$ cat src/rtl/disp_pkg.sv
// Shared types and constants for the display frame arbiter.
package disp_pkg;

    typedef enum logic {
        IDLE  = 1'b0,
        DWELL = 1'b1
    } state_t;

    localparam int CHAR_W  = 4;
    localparam int FRAME_W = 16;

    // A frame viewed as its characters; index 0 is the rightmost digit.
    typedef logic [FRAME_W/CHAR_W-1:0][CHAR_W-1:0] frame_t;

    localparam logic [FRAME_W-1:0] RESET_FRAME = 16'h3210;

endpackage

$ cat src/rtl/dwell_timer.sv
// Down-counter that holds a granted frame on the display for a fixed time.
// Loaded with DWELL_CYCLES-1 on a grant; count_zero marks the last dwell cycle.
module dwell_timer #(
    parameter int DWELL_WIDTH  = 10,
    parameter int DWELL_CYCLES = 1023
) (
    input  logic clk,
    input  logic rst_b,
    input  logic load,
    input  logic hold,
    input  logic busy,
    output logic count_zero
);

    localparam logic [DWELL_WIDTH-1:0] LOAD_VAL = DWELL_WIDTH'(DWELL_CYCLES - 1);

    logic [DWELL_WIDTH-1:0] cnt;

    // Count down while dwelling; hold freezes, and the count parks at zero.
    always_ff @(posedge clk or negedge rst_b) begin
        if (!rst_b) begin
            cnt <= '0;
        end else if (load) begin
            cnt <= LOAD_VAL;
        end else if (busy && !hold && (cnt != '0)) begin
            cnt <= cnt - DWELL_WIDTH'(1);
        end
    end

    assign count_zero = (cnt == '0);

endmodule

$ cat src/rtl/disp_arbiter.sv
// Two-requester round-robin arbiter for the display frame path.
// A granted frame stays on the display for DWELL_CYCLES cycles before the
// next grant can be taken.
//
//   state | meaning
//   IDLE  | frame retained, ready offered to the round-robin winner
//   DWELL | granted frame on display, timer counting, no ready
module disp_arbiter
    import disp_pkg::*;
#(
    parameter int DWELL_WIDTH  = 10,
    parameter int DWELL_CYCLES = 1023
) (
    input  logic               clk,
    input  logic               SYNC_DEBNC_RST_N,
    input  logic               req0_valid,
    input  logic [FRAME_W-1:0] req0_frame,
    output logic               req0_ready,
    input  logic               req1_valid,
    input  logic [FRAME_W-1:0] req1_frame,
    output logic               req1_ready,
    input  logic               hold,
    output logic [FRAME_W-1:0] frame,
    output logic               frame_owner,
    output logic               frame_update,
    output logic               busy
);

    state_t state;
    state_t state_nxt;
    logic   grant;
    logic   xfer;
    logic   count_zero;
    logic   last_owner;
    logic   owner_q;
    logic   update_q;
    frame_t frame_q;

    // Round-robin pick: a lone requester wins, a tie goes to whoever was not last.
    always_comb begin
        grant = 1'b0;
        if (req0_valid && req1_valid) begin
            grant = ~last_owner;
        end else if (req1_valid) begin
            grant = 1'b1;
        end
    end

    assign xfer = req0_ready | req1_ready;

    // State register.
    always_ff @(posedge clk or negedge SYNC_DEBNC_RST_N) begin
        if (!SYNC_DEBNC_RST_N) begin
            state <= IDLE;
        end else begin
            state <= state_nxt;
        end
    end

    // Next-state: a transfer starts a dwell; the dwell ends once the timer hits zero unheld.
    always_comb begin
        state_nxt = state;
        case (state)
            IDLE:    if (xfer) state_nxt = DWELL;
            DWELL:   if (!hold && count_zero) state_nxt = IDLE;
            default: state_nxt = IDLE;
        endcase
    end

    // Outputs decoded from state: ready only in IDLE, busy only in DWELL.
    always_comb begin
        req0_ready = (state == IDLE) && req0_valid && (grant == 1'b0);
        req1_ready = (state == IDLE) && req1_valid && (grant == 1'b1);
        busy       = (state == DWELL);
    end

    // Capture the granted frame and its owner; frame_update marks the cycle it appears.
    always_ff @(posedge clk or negedge SYNC_DEBNC_RST_N) begin
        if (!SYNC_DEBNC_RST_N) begin
            frame_q    <= frame_t'(RESET_FRAME);
            owner_q    <= 1'b0;
            last_owner <= 1'b1;
            update_q   <= 1'b0;
        end else begin
            update_q <= xfer;
            if (xfer) begin
                frame_q    <= req1_ready ? frame_t'(req1_frame) : frame_t'(req0_frame);
                owner_q    <= req1_ready;
                last_owner <= req1_ready;
            end
        end
    end

    assign frame        = frame_q;
    assign frame_owner  = owner_q;
    assign frame_update = update_q;

    dwell_timer #(
        .DWELL_WIDTH  (DWELL_WIDTH),
        .DWELL_CYCLES (DWELL_CYCLES)
    ) u_dwell_timer (
        .clk        (clk),
        .rst_b      (SYNC_DEBNC_RST_N),
        .load       (xfer),
        .hold       (hold),
        .busy       (busy),
        .count_zero (count_zero)
    );

endmodule

$ cat config.mk
export PLATFORM = sky130hd
export DESIGN_NAME = disp_arbiter
export DESIGN_NICKNAME = d
export VERILOG_FILES = /design/src/rtl/disp_pkg.sv /design/src/rtl/dwell_timer.sv /design/src/rtl/disp_arbiter.sv
export SDC_FILE = /design/constraint.sdc
export NUM_CORES = 1
export LEC_CHECK = 0
export BUFFER_PORTS_ARGS = -buffer_cell sky130_fd_sc_hd__buf_2
export CAP_MARGIN = 20
export CELL_PAD_IN_SITES_DETAIL_PLACEMENT = 1
export CELL_PAD_IN_SITES_GLOBAL_PLACEMENT = 1
export CORE_UTILIZATION = 35
export CTS_CLUSTER_DIAMETER = 100
export DETAILED_ROUTE_END_ITERATION = 8
export PLACE_DENSITY_LB_ADDON = 0.1
export REMOVE_ABC_BUFFERS = 1
export SYNTH_ARGS = -nofsm -noshare
export SYNTH_HDL_FRONTEND = slang
export SYNTH_SLANG_ARGS = --single-unit
export TNS_END_PERCENT = 100
$ cat constraint.sdc
create_clock -name clk -period 2.28 [get_ports clk]
set_input_delay 0.228 -clock clk [delete_from_list [all_inputs] [get_ports clk]]
set_output_delay 0.228 -clock clk [all_outputs]
set_load 0.005 [all_outputs]
==> impl_metrics.ini <==
[placement]
hpwl_um = 2642
io_buffers = 57
gp_congestion = 0.7862
post-place-cells = 241
place_area_um2 = 1789

[yosys]
synth_top_area_cell = dfrtp_1
synth_most_common_cell = dfrtp_1
synth.avg_cell_area_um2 = 10.30
synth_edf_count = 0
synth_adder_area_share = 0.008681
syn_area_um2 = 1441
synth_top_area_share = 0.4340
synth_cells = 140
synth_compound_area_frac = 0.1450
synth_cell_types = 33
synth_top_family_by_area = simple AND/OR/NAND/NOR gates
synth_seq_area_share = 0.5252
synthMuxAreaShare = 0.1111
synthTopCellsByArea = dfrtp_1, mux2i_1, dfstp_2, o21ai_0, nand2_1
synth_common_cells = dfrtp_1, nand2_1, mux2i_1, o21ai_0, inv_1
synth_simple_gate_area_frac = 0.1563
synth-main-ff-cell = dfrtp_1
synthXorXnorAreaFrac = 0.01823
yosysWarnings = 0
ys_seq_elements = 30
async_flop_share = 1.000

[global_route]
grt_pass1_wl_um = 6051
antenna_found_initial = 0
grt_use_total = 0.1877
grt-ovfl-total = 0
grt_pass1_vias = 1372
grt_max_degree = 31

[clocking]
cts_setup_buffers = 0
root_buffer = clkbuf_8
cts_tree = built
clk_pin_slew_ns = 0.06
cts.path.max_buffers = 2
cts.sinks = 30
htreeDepth = 2
clkLatencyLatePin_ns = 0.28
numCtsBuffers = 5

[status]
status = finished, final reports clean

[sta]
fmax_mhz = 501.6
tightest_slew_ns = 0.6779
setup_viol = 0
rsz0062_at_grt = false
finClkSkew_ns = 0.007330
final-hold-violation-count = 0
relSlewSlack = 0.5421
tns_ns = 0
min_period_ns = 1.994
slew_viol_final = 0
fin_crit_sh = 0.8744

[drt]
vias_per_cell = 5.120
route.vias.total = 1280
drc = 0
dr.pass1.iters = 4
antenna_left = 0
drt_iter0_markers = 54
avgRoutedWirePerCell_um = 14.13
wirelength_um = 3532

[final_layout]
fin_cells = 250
nFillCells = 465
antenna_cells = 0
fin_nets = 239
fin_area_um2 = 1891
area.growth.synth_to_final_pct = 31.16
final_layout_size_suffix_gt1_frac = 0.3812

[pwr]
p_per_area_nw_per_um2 = 911.5
p_total_uw = 1723
ir_drop_uv = 427.3
p_leak_uw = 0.0009293

[critical_path]
crit_type = flop to flop
worst-path-buf-inv = 1
slowest_stage = or3b_2
crit_top_cell = a211oi_1
crit_family = compound AO/OA/AOI/OAI gates
max_stage_delay_ns = 0.50
path_max_fanout = 6
path_cells = inv_1 -> ha_1 -> or3b_2 -> a211oi_1 -> a211oi_1 -> a31oi_1
cp.arrival_ns = 2.19
start_kind = flop
required_ns = 2.48
endpoint_kind = flop

[job]
drv_cap = 0

[floorplan]
core-area_um2 = 3799
die_w_um = 66.18
fp.dieH_um = 66.18
initial_core_util = 0.3794
rows = 22
io_pins = 58
dieArea_um2 = 4379

[worst_hold_path]
hp-class = input pin to flop
## through the flow
step                      utilization  hold slack (ns)  worst slack [ns]
final                          0.4977           0.1534            0.2863
after global routing           0.4977           0.1636           0.09105
after CTS                      0.4977           0.1522            0.3038
after detailed placement       0.4710           0.3028            0.2913
after global placement         0.4710           0.3002            0.3577
after floorplan                     -         -0.06759           -0.3995
## worst min-delay path: cells and delay by family
family | cells | cell delay [ns]
compound gates | 1 | 0.06
simple gates | 1 | 0.03
buf+inv | 1 | 0.07
## cells by family (layout without fill, tap and decap cells)
logic type,after synthesis,in the layout
AND/OR/NAND/NOR,43,43
flip-flops,30,30
multiplexers,16,16
XOR/XNOR,3,3
buffers and inverters,13,75
adder cells (fa/ha/maj),1,1
AO/OA/AOI/OAI,34,34
## path summary, 6_finish.rpt
path / start / end / slack [ns] / cells past startpoint
min in group asynchronous: SYNC_DEBNC_RST_N / frame[10]$_DFFE_PN0P_ / 0.53 / 2
max in group asynchronous: SYNC_DEBNC_RST_N / u_dwell_timer.cnt[1]$_DFFE_PN0P_ / 1.31 / 2
worst min-delay path: req1_frame[6] / frame[6]$_DFFE_PN0P_ / 0.15 / 3
worst min register to register: frame_owner$_DFFE_PN0P_ / frame_owner$_DFFE_PN0P_ / 0.49 / 1
worst max-delay path: u_dwell_timer.cnt[0]$_DFFE_PN0P_ / u_dwell_timer.cnt[6]$_DFFE_PN0P_ / 0.29 / 6
worst max register to register: u_dwell_timer.cnt[0]$_DFFE_PN0P_ / u_dwell_timer.cnt[6]$_DFFE_PN0P_ / 0.29 / 6
## flip-flops by register name (all words and copies together) (netlist names)
signal and flops:
busy 1, frame_owner 1, last_owner 1, frame_update 1, frame 16, u_dwell_timer.cnt 10
## cell usage in the layout, fill, tap and decap left out, types with 2 or more instances in the layout
cell / Yosys / final
dfstp_2: 5 / 5
nor3_1: 2 / 2
nor2_1: 6 / 6
nand2_1: 19 / 19
nand2b_1: 3 / 3
buf_4: 0 / 2
inv_1: 7 / 7
nor4_1: 2 / 2
dfrtp_1: 25 / 25
o31ai_1: 2 / 2
xnor2_1: 3 / 3
a21o_1: 3 / 3
a31oi_1: 4 / 4
clkbuf_8: 0 / 6
o21ai_0: 16 / 16
a211oi_1: 5 / 4
buf_2: 2 / 57
mux2i_1: 16 / 16
## power breakdown
group	total, uW	internal [uW]	switching, uW
logic	446	237	208
registers	849	725	123
clock network	429	243	186
## repair_timing
action                                 in CTS  in global routing
hold buffers                                1                  0
resized for setup                           0                  0
endpoints found under the hold margin       1                  0
## area by class of cell
cell class | instances | area, um2 | area share
clock buffer | 7 | 86.33 | 0.04567
inverter | 7 | 26.28 | 0.01390
sequential | 30 | 757.0 | 0.4004
tap | 48 | 60.06 | 0.03177
clock inverter | 1 | 5.005 | 0.002647
multi-input combinational | 97 | 645.6 | 0.3415
timing repair buffer | 60 | 310.3 | 0.1641
## routing by layer
metal  share of wire  GRT usage
met5               0          0
met4          0.0054    0.06383
met3           0.057    0.05172
met2            0.50     0.3304
met1            0.44     0.2172
Power figures use the tool's default switching activity.
